--- src/rtl/cray_mem_pkg.sv ---
// Shared owner encoding and default sizing for the memory arbiter slice.
package cray_mem_pkg;

    localparam int MEM_AW         = 22;
    localparam int MEM_DW         = 64;
    localparam int MEM_MAX_OUT    = 4;
    localparam int MEM_STARVE_LIM = 8;

    typedef enum logic [1:0] {
        OWN_FU = 2'd0,
        OWN_IB = 2'd1,
        OWN_IO = 2'd2
    } owner_e;

endpackage

--- src/rtl/mem_tag_fifo.sv ---
// In-order owner tag queue for outstanding reads; one entry per issued read.
module mem_tag_fifo
    import cray_mem_pkg::*;
#(
    parameter int DEPTH = MEM_MAX_OUT
) (
    input  logic                     clk,
    input  logic                     rst,
    input  logic                     push,
    input  logic                     pop,
    input  owner_e                   owner_in,
    output owner_e                   owner_out,
    output logic                     empty,
    output logic                     full,
    output logic [$clog2(DEPTH):0]   count
);

    localparam int PW = (DEPTH > 1) ? $clog2(DEPTH) : 1;
    localparam int QW = $clog2(DEPTH) + 1;
    localparam logic [PW-1:0] LAST = PW'(DEPTH - 1);

    owner_e          tags [DEPTH];
    logic [PW-1:0]   wr_ptr;
    logic [PW-1:0]   rd_ptr;
    logic            pop_ok;
    logic            push_ok;

    // A pop frees the head slot this cycle, so a push at full is still accepted.
    assign pop_ok    = pop && !empty;
    assign push_ok   = push && (!full || pop_ok);
    assign empty     = (count == '0);
    assign full      = (count == QW'(DEPTH));
    assign owner_out = tags[rd_ptr];

    always_ff @(posedge clk) begin
        if (push_ok) begin
            tags[wr_ptr] <= owner_in;
        end
    end

    always_ff @(posedge clk) begin
        if (!rst) begin
            wr_ptr <= '0;
            rd_ptr <= '0;
            count  <= '0;
        end else begin
            if (push_ok) begin
                wr_ptr <= (wr_ptr == LAST) ? '0 : wr_ptr + PW'(1);
            end
            if (pop_ok) begin
                rd_ptr <= (rd_ptr == LAST) ? '0 : rd_ptr + PW'(1);
            end
            case ({push_ok, pop_ok})
                2'b10:   count <= count + QW'(1);
                2'b01:   count <= count - QW'(1);
                default: count <= count;
            endcase
        end
    end

endmodule

--- src/rtl/mem_arbiter.sv ---
// Three-way memory arbiter (FU, IO, IB) with starvation promotion, a bounded
// number of outstanding reads and in-order routing of read returns.
module mem_arbiter
    import cray_mem_pkg::*;
#(
    parameter int AW         = MEM_AW,
    parameter int DW         = MEM_DW,
    parameter int MAX_OUT    = MEM_MAX_OUT,
    parameter int STARVE_LIM = MEM_STARVE_LIM
) (
    input  logic          clk,
    input  logic          rst,

    input  logic          fu_req,
    input  logic          fu_we,
    input  logic [AW-1:0] fu_addr,
    input  logic [DW-1:0] fu_wdata,
    output logic          fu_gnt,
    output logic          fu_rvld,

    input  logic          ib_req,
    input  logic [AW-1:0] ib_addr,
    output logic          ib_gnt,
    output logic          ib_rvld,

    input  logic          io_req,
    input  logic          io_we,
    input  logic [AW-1:0] io_addr,
    input  logic [DW-1:0] io_wdata,
    output logic          io_gnt,
    output logic          io_rvld,

    output logic [DW-1:0] o_rdata,

    output logic          o_mem_ce,
    output logic          o_mem_wr_en,
    output logic [AW-1:0] o_mem_addr,
    output logic [DW-1:0] o_mem_wr_data,
    input  logic [DW-1:0] i_mem_rd_data,
    input  logic          i_mem_vld,

    output logic          o_err
);

    localparam int CW = $clog2(STARVE_LIM + 1);
    localparam int QW = $clog2(MAX_OUT) + 1;
    localparam logic [CW-1:0] LIM = CW'(STARVE_LIM);

    logic          fifo_empty;
    logic          fifo_full;
    logic [QW-1:0] fifo_count;
    owner_e        head_owner;

    logic          pop;
    logic          push;
    logic          stray;
    logic          read_ok;
    logic          fu_elig;
    logic          ib_elig;
    logic          io_elig;
    logic          ib_starve;
    logic          io_starve;
    logic          fu_sel;
    logic          ib_sel;
    logic          io_sel;
    logic          any_gnt;

    logic          sel_we;
    logic [AW-1:0] sel_addr;
    logic [DW-1:0] sel_wdata;
    owner_e        sel_owner;

    logic [CW-1:0] ib_wait;
    logic [CW-1:0] io_wait;
    logic          err_q;

    logic          vld_p1;
    logic          we_p1;
    logic [AW-1:0] addr_p1;
    logic [DW-1:0] wdata_p1;

    // A return in the same cycle frees a slot, so a read may issue even at the limit.
    assign pop       = rst && i_mem_vld && !fifo_empty;
    assign stray     = i_mem_vld && (fifo_count == '0);
    assign read_ok   = !fifo_full || pop;

    assign fu_elig   = fu_req && (fu_we || read_ok);
    assign io_elig   = io_req && (io_we || read_ok);
    assign ib_elig   = ib_req && read_ok;
    assign ib_starve = (ib_wait == LIM);
    assign io_starve = (io_wait == LIM);

    always_comb begin
        fu_sel = 1'b0;
        ib_sel = 1'b0;
        io_sel = 1'b0;
        if (rst) begin
            if (ib_starve && ib_elig) begin
                ib_sel = 1'b1;
            end else if (io_starve && io_elig) begin
                io_sel = 1'b1;
            end else if (fu_elig) begin
                fu_sel = 1'b1;
            end else if (io_elig) begin
                io_sel = 1'b1;
            end else if (ib_elig) begin
                ib_sel = 1'b1;
            end
        end
    end

    always_comb begin
        sel_we    = 1'b0;
        sel_addr  = '0;
        sel_wdata = '0;
        sel_owner = OWN_FU;
        if (fu_sel) begin
            sel_we    = fu_we;
            sel_addr  = fu_addr;
            sel_wdata = fu_wdata;
            sel_owner = OWN_FU;
        end else if (io_sel) begin
            sel_we    = io_we;
            sel_addr  = io_addr;
            sel_wdata = io_wdata;
            sel_owner = OWN_IO;
        end else if (ib_sel) begin
            sel_addr  = ib_addr;
            sel_owner = OWN_IB;
        end
    end

    assign any_gnt = fu_sel || ib_sel || io_sel;
    assign push    = any_gnt && !sel_we;

    mem_tag_fifo #(
        .DEPTH (MAX_OUT)
    ) u_tag_fifo (
        .clk       (clk),
        .rst       (rst),
        .push      (push),
        .pop       (pop),
        .owner_in  (sel_owner),
        .owner_out (head_owner),
        .empty     (fifo_empty),
        .full      (fifo_full),
        .count     (fifo_count)
    );

    // Stage p0 -> p1: granted command registered onto the memory port.
    always_ff @(posedge clk) begin
        if (!rst) begin
            vld_p1   <= 1'b0;
            we_p1    <= 1'b0;
            addr_p1  <= '0;
            wdata_p1 <= '0;
        end else begin
            vld_p1 <= any_gnt;
            we_p1  <= any_gnt && sel_we;
            if (any_gnt) begin
                addr_p1  <= sel_addr;
                wdata_p1 <= sel_wdata;
            end
        end
    end

    always_ff @(posedge clk) begin
        if (!rst) begin
            ib_wait <= '0;
            io_wait <= '0;
            err_q   <= 1'b0;
        end else begin
            if (ib_sel) begin
                ib_wait <= '0;
            end else if (ib_req && !ib_starve) begin
                ib_wait <= ib_wait + CW'(1);
            end
            if (io_sel) begin
                io_wait <= '0;
            end else if (io_req && !io_starve) begin
                io_wait <= io_wait + CW'(1);
            end
            if (stray) begin
                err_q <= 1'b1;
            end
        end
    end

    assign fu_gnt        = fu_sel;
    assign ib_gnt        = ib_sel;
    assign io_gnt        = io_sel;

    assign fu_rvld       = pop && (head_owner == OWN_FU);
    assign ib_rvld       = pop && (head_owner == OWN_IB);
    assign io_rvld       = pop && (head_owner == OWN_IO);
    assign o_rdata       = pop ? i_mem_rd_data : '0;

    assign o_mem_ce      = vld_p1;
    assign o_mem_wr_en   = we_p1;
    assign o_mem_addr    = addr_p1;
    assign o_mem_wr_data = wdata_p1;
    assign o_err         = err_q;

endmodule

--- config.mk ---
export PLATFORM = sky130hd
export DESIGN_NAME = mem_arbiter
export DESIGN_NICKNAME = d
export VERILOG_FILES = /design/src/rtl/cray_mem_pkg.sv /design/src/rtl/mem_tag_fifo.sv /design/src/rtl/mem_arbiter.sv
export SDC_FILE = /design/constraint.sdc
export NUM_CORES = 1
export LEC_CHECK = 0
export CORE_AREA = 2 2 167 169
export DETAILED_ROUTE_END_ITERATION = 10
export DIE_AREA = 0 0 169 171
export PLACE_DENSITY_LB_ADDON = 0.15
export SLEW_MARGIN = 20
export SYNTH_ARGS = -nofsm -noshare
export SYNTH_HDL_FRONTEND = slang
export SYNTH_SLANG_ARGS = --single-unit
--- constraint.sdc ---
create_clock -name clk -period 4.1 [get_ports clk]
set_input_delay 0.82 -clock clk [delete_from_list [all_inputs] [get_ports clk]]
set_output_delay 0.82 -clock clk [all_outputs]
set_load 0.03 [all_outputs]
# [After elaboration in Yosys (flattened, before gate mapping)]
# Memories as Yosys holds them, arrays and structs flattened. A register that Yosys moved wholly into a read port is not among the register bits.
# Cells that the tools add are included.
[classes] bitwise=1 n_lt_le_gt_ge=0 muxes=33 reduce_logical=33 n_eq_ne=9 addsub=6 multipliers=0 div=0 shifts=0
[op_table] operator="$mux 64" count=3
[op_table] operator="$mux 22" count=3
[op_table] operator="$mux 1" count=20
[op_table] operator="$logic_and 1x1->1" count=17
[op_table] operator="$mux 2" count=6
[op_table] operator="$add 4x1->4 const B" count=2
[op_table] operator="$eq 2x2->1 const B" count=4
[op_table] operator="$eq 4x4->1 const B" count=2
[op_table] operator="$logic_or 1x1->1" count=6
[op_table] operator="$pmux 3 s2" count=1
[op_table] operator="$logic_not 1->1" count=5
[op_table] operator="$add 2x1->2 const B" count=2
[op_table] operator="$eq 2x1->1 const B" count=2
[op_table] operator="$reduce_or 2->1" count=2
[op_table] operator="$add 3x1->3 const B" count=1
[op_table] operator="$eq 3x3->1 const B" count=1
[op_table] operator="$logic_not 3->1" count=1
[op_table] operator="$sub 3x1->3 const B" count=1
[op_table] operator="$logic_not 2->1" count=1
[op_table] operator="$reduce_bool 2->1" count=1
[op_table] operator="$not 1->1" count=1
[word_totals] mem_bits_ro=0 input_bits=266 memories=1 mem_bits_rw=8 reg_bits=104 output_inout_bits=159 word_cells=93 latch_bits=0
[mem_list] name="u_tag_fifo.tags" depth=4 word_bits=2 read_ports=1 rd_ports_with_merged_regs=1 wr=1 line="mem_tag_fifo.sv:22" rtl="owner_e tags [DEPTH];"

# [Longest topological paths before layout]
[logic_depth] word_depth=18 ltp_mapped=16 depth_no_buf=15

# [By module]
# A second synthesis with hierarchy kept.
[hier_totals] cells_unflattened=662 area_unflattened_um2=6027.0
[by_module_without_submodules] mod="mem_arbiter" cells_each=596 n_inst=1 seq_area_each_um2=1941.9 area_per_inst_um2=5243.8
[by_module_without_submodules] mod="mem_tag_fifo" cells_each=66 n_inst=1 seq_area_each_um2=420.4 area_per_inst_um2=783.3

# [Least setup slack after synthesis]
# No wires, ideal clock.
[synth_timing] kind="input to register" startpoint="in i_mem_vld" endpoint="reg u_tag_fifo.count[2]" path_buffers=1 stages=14 t_arrival_ns=3.114 slack_ns=0.916 setup_ns=0.070 required_time_ns=4.030 path_cell_list="nand2_1 > nand2_1 > o221a_2 > buf_4 > a22oi_4 > inv_2 > and2_1 > inv_1 > ha_1 > inv_1 > fa_1 > xor2_1 > or3_1 > a21oi_1"
[synth_via] elab_chain_len=17 elab_cells_between_ends=38 cone_classes="eq/ne: 2; mux: 18; reduce/logical: 18"
[synth_rtl] element="from (decl)" line="mem_arbiter.sv:40" rtl="input logic i_mem_vld,"
[synth_rtl] element="$logic_and 1x1->1 * (2 in series)" line="mem_arbiter.sv:83" rtl="assign pop = rst && i_mem_vld && !fifo_empty;"
[synth_rtl] element="$logic_or 1x1->1" line="mem_arbiter.sv:85" rtl="assign read_ok = !fifo_full || pop;"
[synth_rtl] element="$logic_or 1x1->1" line="mem_arbiter.sv:88" rtl="assign io_elig = io_req && (io_we || read_ok);"
[synth_rtl] element="$logic_and 1x1->1" line="mem_arbiter.sv:88"
[synth_rtl] element="$mux 1" line="mem_arbiter.sv:104" rtl="end else if (io_elig) begin"
[synth_rtl] element="$mux 1" line="mem_arbiter.sv:102" rtl="end else if (fu_elig) begin"
[synth_rtl] element="$mux 1" line="mem_arbiter.sv:100" rtl="end else if (io_starve && io_elig) begin"
[synth_rtl] element="$mux 1" line="mem_arbiter.sv:98" rtl="if (ib_starve && ib_elig) begin"
[synth_rtl] element="$mux 1" line="mem_arbiter.sv:97" rtl="if (rst) begin"
[synth_rtl] element="$mux 1" line="mem_arbiter.sv:122" rtl="end else if (io_sel) begin"
[synth_rtl] element="$mux 1" line="mem_arbiter.sv:117" rtl="if (fu_sel) begin"
[synth_rtl] element="$logic_not 1->1" line="mem_arbiter.sv:134" rtl="assign push = any_gnt && !sel_we;"
[synth_rtl] element="$logic_and 1x1->1" line="mem_arbiter.sv:134"
[synth_rtl] element="$logic_and 1x1->1" line="mem_tag_fifo.sv:30" rtl="assign push_ok = push && (!full || pop_ok);"
[synth_rtl] element="$eq 2x1->1 / $eq 2x2->1 (equally long branches)" line="mem_tag_fifo.sv:53" rtl="case ({push_ok, pop_ok})"
[synth_rtl] element="$pmux 3 s2 / $reduce_bool 2->1 (equally long branches)"
[synth_rtl] element="to (signal assigned)" line="mem_tag_fifo.sv:54" rtl="2'b10: count <= count + QW'(1);"
[synth_rtl] element="to (signal assigned)" line="mem_tag_fifo.sv:55" rtl="2'b01: count <= count - QW'(1);"
[synth_rtl] element="to (signal assigned)" line="mem_tag_fifo.sv:56" rtl="default: count <= count;"
[synth_rtl] element="to (decl)" line="mem_tag_fifo.sv:15" rtl="output logic [$clog2(DEPTH):0] count"
# Mark *: on every way between the ends. The rest lies on a longest branch, timed or not.
# A chain may end at the register's enable or synchronous reset.

# [Worst setup path in the final report]
[layout_timing] startpoint="in i_mem_vld" endpoint="out io_rvld"
[layout_via] elab_chain_len=3
[layout_rtl] element="$logic_and 1x1->1 (2 in series)" line="mem_arbiter.sv:83"
[layout_rtl] element="$logic_and 1x1->1" line="mem_arbiter.sv:195" rtl="assign io_rvld = pop && (head_owner == OWN_IO);"
[layout_rtl] element="to (decl)" line="mem_arbiter.sv:31" rtl="output logic io_rvld,"
# No other way between the ends.

==> flow_summary_export.csv <==
group,metric,value,unit
timing,slew_headroom,50.2,%
grt,grt_busiest_layer,"met2",
yosys,synth-warning-count,0,
placed_design,port_buffers,424,
grt,use_met3,6.50,%
grt,grt_use_total,16.2,%
drt,vias,6287,
grt,use_met2,30.4,%
timing,fin_worst_skew,14.0,ps
critical_path,slowest_delay,710,ps
yosys,syn_avg_cell_area,9.21,sq um
die,die-width,169,microns
grt,overflow,0,
final_layout,nFillCells,2753,
yosys,synth_cells,612,
critical_path,crit_arrival,2930,ps
timing,finalWorstSetupSlack,351,ps
critical_path,cp_common_cell,"clkdlybuf4s50_1",
yosys,synth.net_count,889,
grt,globalRouteMet1Util,16.1,%
die,io-pin-count,425,
critical_path,r2r-start,"ib_wait[0]",
yosys,synth_cell_types,44,
drt,drc,0,
pwr,pwr-share-comb,28.3,%
yosys,netlist_area,0.00563,sq mm
clock_tree,cts_root_buffer,"clkbuf_16",
pwr,switching_share,29.5,%
clock_tree,cts_max_level,4,
critical_path,slowest_stage,"clkdlybuf4s50_1",
critical_path,crit_required,3280,ps
final_layout,fin_nets,1287,
drt,vias_per_cell,4.59,
drt,drt_first_pass_iters,5,
grt,grt_pass1_vias,6320,
pwr,switching_power,1.15,mW
placed_design,dpl-instance-area,0.0101,sq mm
yosys,ys_top_cells_by_count,"dfxtp_1 (106), nor2_1 (100), a22o_1 (86)",
clock_tree,clk_pin_slew,50,ps
timing,tns,0,ps
yosys,synthFlopType,"dfxtp_1",
yosys,yosysMostFrequentCell,"dfxtp_1",
timing,tightest_slew,745,ps
timing,final_max_slew_viol_count,0,
drt,wl,24600,microns
hold_path,hold_path.class,"reg -> reg",
yosys,ys_seq_area_share,41.9,%
drt,drtAntennaViolNets,0,
clock_tree,cts_resized,0,
grt,grt_pass1_wl,35800,microns
final_layout,layout-drive-gt1-share,12.4,%
timing,max_clock_freq,267,MHz
clock_tree,cts_tree,"built",
yosys,synth_top_cell_by_area,"dfxtp_1",
clock_tree,hold_buffers,0,
critical_path,r2r_setup_slack,1060,ps
die,die_area,0.0289,sq mm
placed_design,dp_slack,230,ps
pwr,p_leak,4.25,nW
yosys,synth.ff_latch_count,114,
die,core_region_area,0.0273,sq mm
critical_path,path_cells,"clkdlybuf4s50_1, nand2_1, or2_2, nor3b_1, clkdlybuf4s50_1",
outcome,outcome,"complete, no violations",
timing,hold_viol_final,0,
clock_tree,post_cts_buffers,0,
critical_path,crit_start,"i_mem_vld",
run,max_cap_violations,0,
grt,grt_max_degree,67,
pwr,p_int,2.73,mW
critical_path,start_kind,"primary input",
placed_design,gp_congestion,0.727,
pwr,ir_drop,0.239,mV
final_layout,final_cell_area,0.0107,sq mm
pwr,clockPowerShare,39.3,%
timing,rsz0062_at_grt,"false",
yosys,synth_edf_count,8,
final_layout,synthToLayoutAreaGrowth,90.1,%
grt,antenna_found_initial,1,
critical_path,endpoint,"io_rvld",
drt,drt_iter0_drc,334,
yosys,async_reset_ff_share,0,%
clock_tree,clock_latency,410,ps
drt,wl_per_cell,17.9,microns
timing,fin_crit,3750,ps
die,std_cell_rows,61,
placed_design,place_hpwl,18200,microns
timing,period_share,91.4,%
yosys,yosys-top-cells-area,"dfxtp_1 (38%), a22o_1 (13%), a22oi_1 (8.7%)",
pwr,power_frac_seq,32.4,%
clock_tree,cts_buffers,17,
critical_path,worstRegToRegCells,16,
yosys,yosysTopAreaCellShare,37.7,%
critical_path,path_max_fanout,6,
critical_path,r2r-end,"u_tag_fifo.count[2]",
die,dieHeight,171,microns
critical_path,worstSetupEndpointType,"primary output",
pwr,power-per-cell-area,362,mW/mm^2
die,start_util,20.6,%
timing,setup_viol,0,
clock_tree,clockBufferDepth,2,
critical_path,crit_type,"in -> out",
clock_tree,cts_num_sinks,114,
layer usage:
metal	up-vias	routed length, microns	share of wire, %
met2	306	12700	52
li1	3054	-	-
met5	-	0	0
met1	2900	8880	36
met3	27	2380	9.7
met4	0	621	2.5
registers in the layout, summed over array words and instances, names as in the netlist, named ones only:
register	count
o_mem_addr	22
o_err	1
o_mem_wr_en	1
u_tag_fifo.wr_ptr	2
ib_wait	4
u_tag_fifo.rd_ptr	2
u_tag_fifo.count	3
io_wait	4
o_mem_wr_data	64
u_tag_fifo.tags	8
o_mem_ce	1
power groups by stage:
stage,logic [mW],registers [mW],clock network (mW)
CTS,1.11,1.26,1.57
detailed placement,1.11,1.28,0
finish,1.10,1.26,1.53
global placement,1.11,1.28,0
global route,1.18,1.27,1.61
floorplan,0.448,1.39,0
cell usage in the layout, fill, tap and decap left out, drive strengths merged, types with 8 or more instances in the layout:
cell	instances
clkinv	8
clkbuf	18
and2	67
buf	81
inv	14
ha	10
a22o	86
clkdlybuf4s50	357
a222oi	22
edfxtp	8
nor2	100
nand2	15
dfxtp	106
a22oi	66
final cells by class:
class	count	area, sq um	share of cell area (%)
flip-flops and latches	114	2360	22.1
well taps	346	433	4.04
inverters	14	53.8	0.502
multi-input cells	425	2960	27.7
diodes	1	2.50	0.0234
clock buffers	18	439	4.10
clock inverters	13	161	1.51
repair buffers	438	4290	40.1
how the worst min path moves through the flow:
stage               cells after the start              endpoint            startpoint  slack [ps]
CTS                                     2                 o_err                 o_err         480
finish                                  2                 o_err                 o_err         470
global route                            2  u_tag_fifo.rd_ptr[1]  u_tag_fifo.rd_ptr[1]         510
global placement                        2                 o_err                 o_err         460
floorplan                               2                  flop  u_tag_fifo.rd_ptr[1]         450
detailed placement                      2                 o_err                 o_err         470
worst max-delay path: cells and delay by family:
kind | cells | cell delay (ps)
buf+inv | 2 | 1290
simple gates | 3 | 820
per-stage QoR:
step / total power [mW] / hold slack, ps / util [%] / instances
after detailed placement: 2.39 / 465 / 37.0 / 1337
after global placement: 2.39 / 460 / 37.0 / 1337
final: 3.88 / 472 / 39.2 / 1369
after global routing: 4.07 / 514 / 39.2 / 1369
after CTS: 3.94 / 482 / 39.2 / 1368
after floorplan: 1.83 / 451 / - / 612
logic make-up after synthesis:
kind of cell / count (synthesis) / synth area share [%]
and+or+nand+nor: 210 / 18.5
AOI/OAI and AO/OA: 194 / 28.9
xor gates and xnor gates: 8 / 1.24
buffers and inverters: 73 / 5.97
adders and majority gates: 11 / 2.58
DFF: 114 / 41.9
muxes: 2 / 0.799
Power figures use the tool's default switching activity.
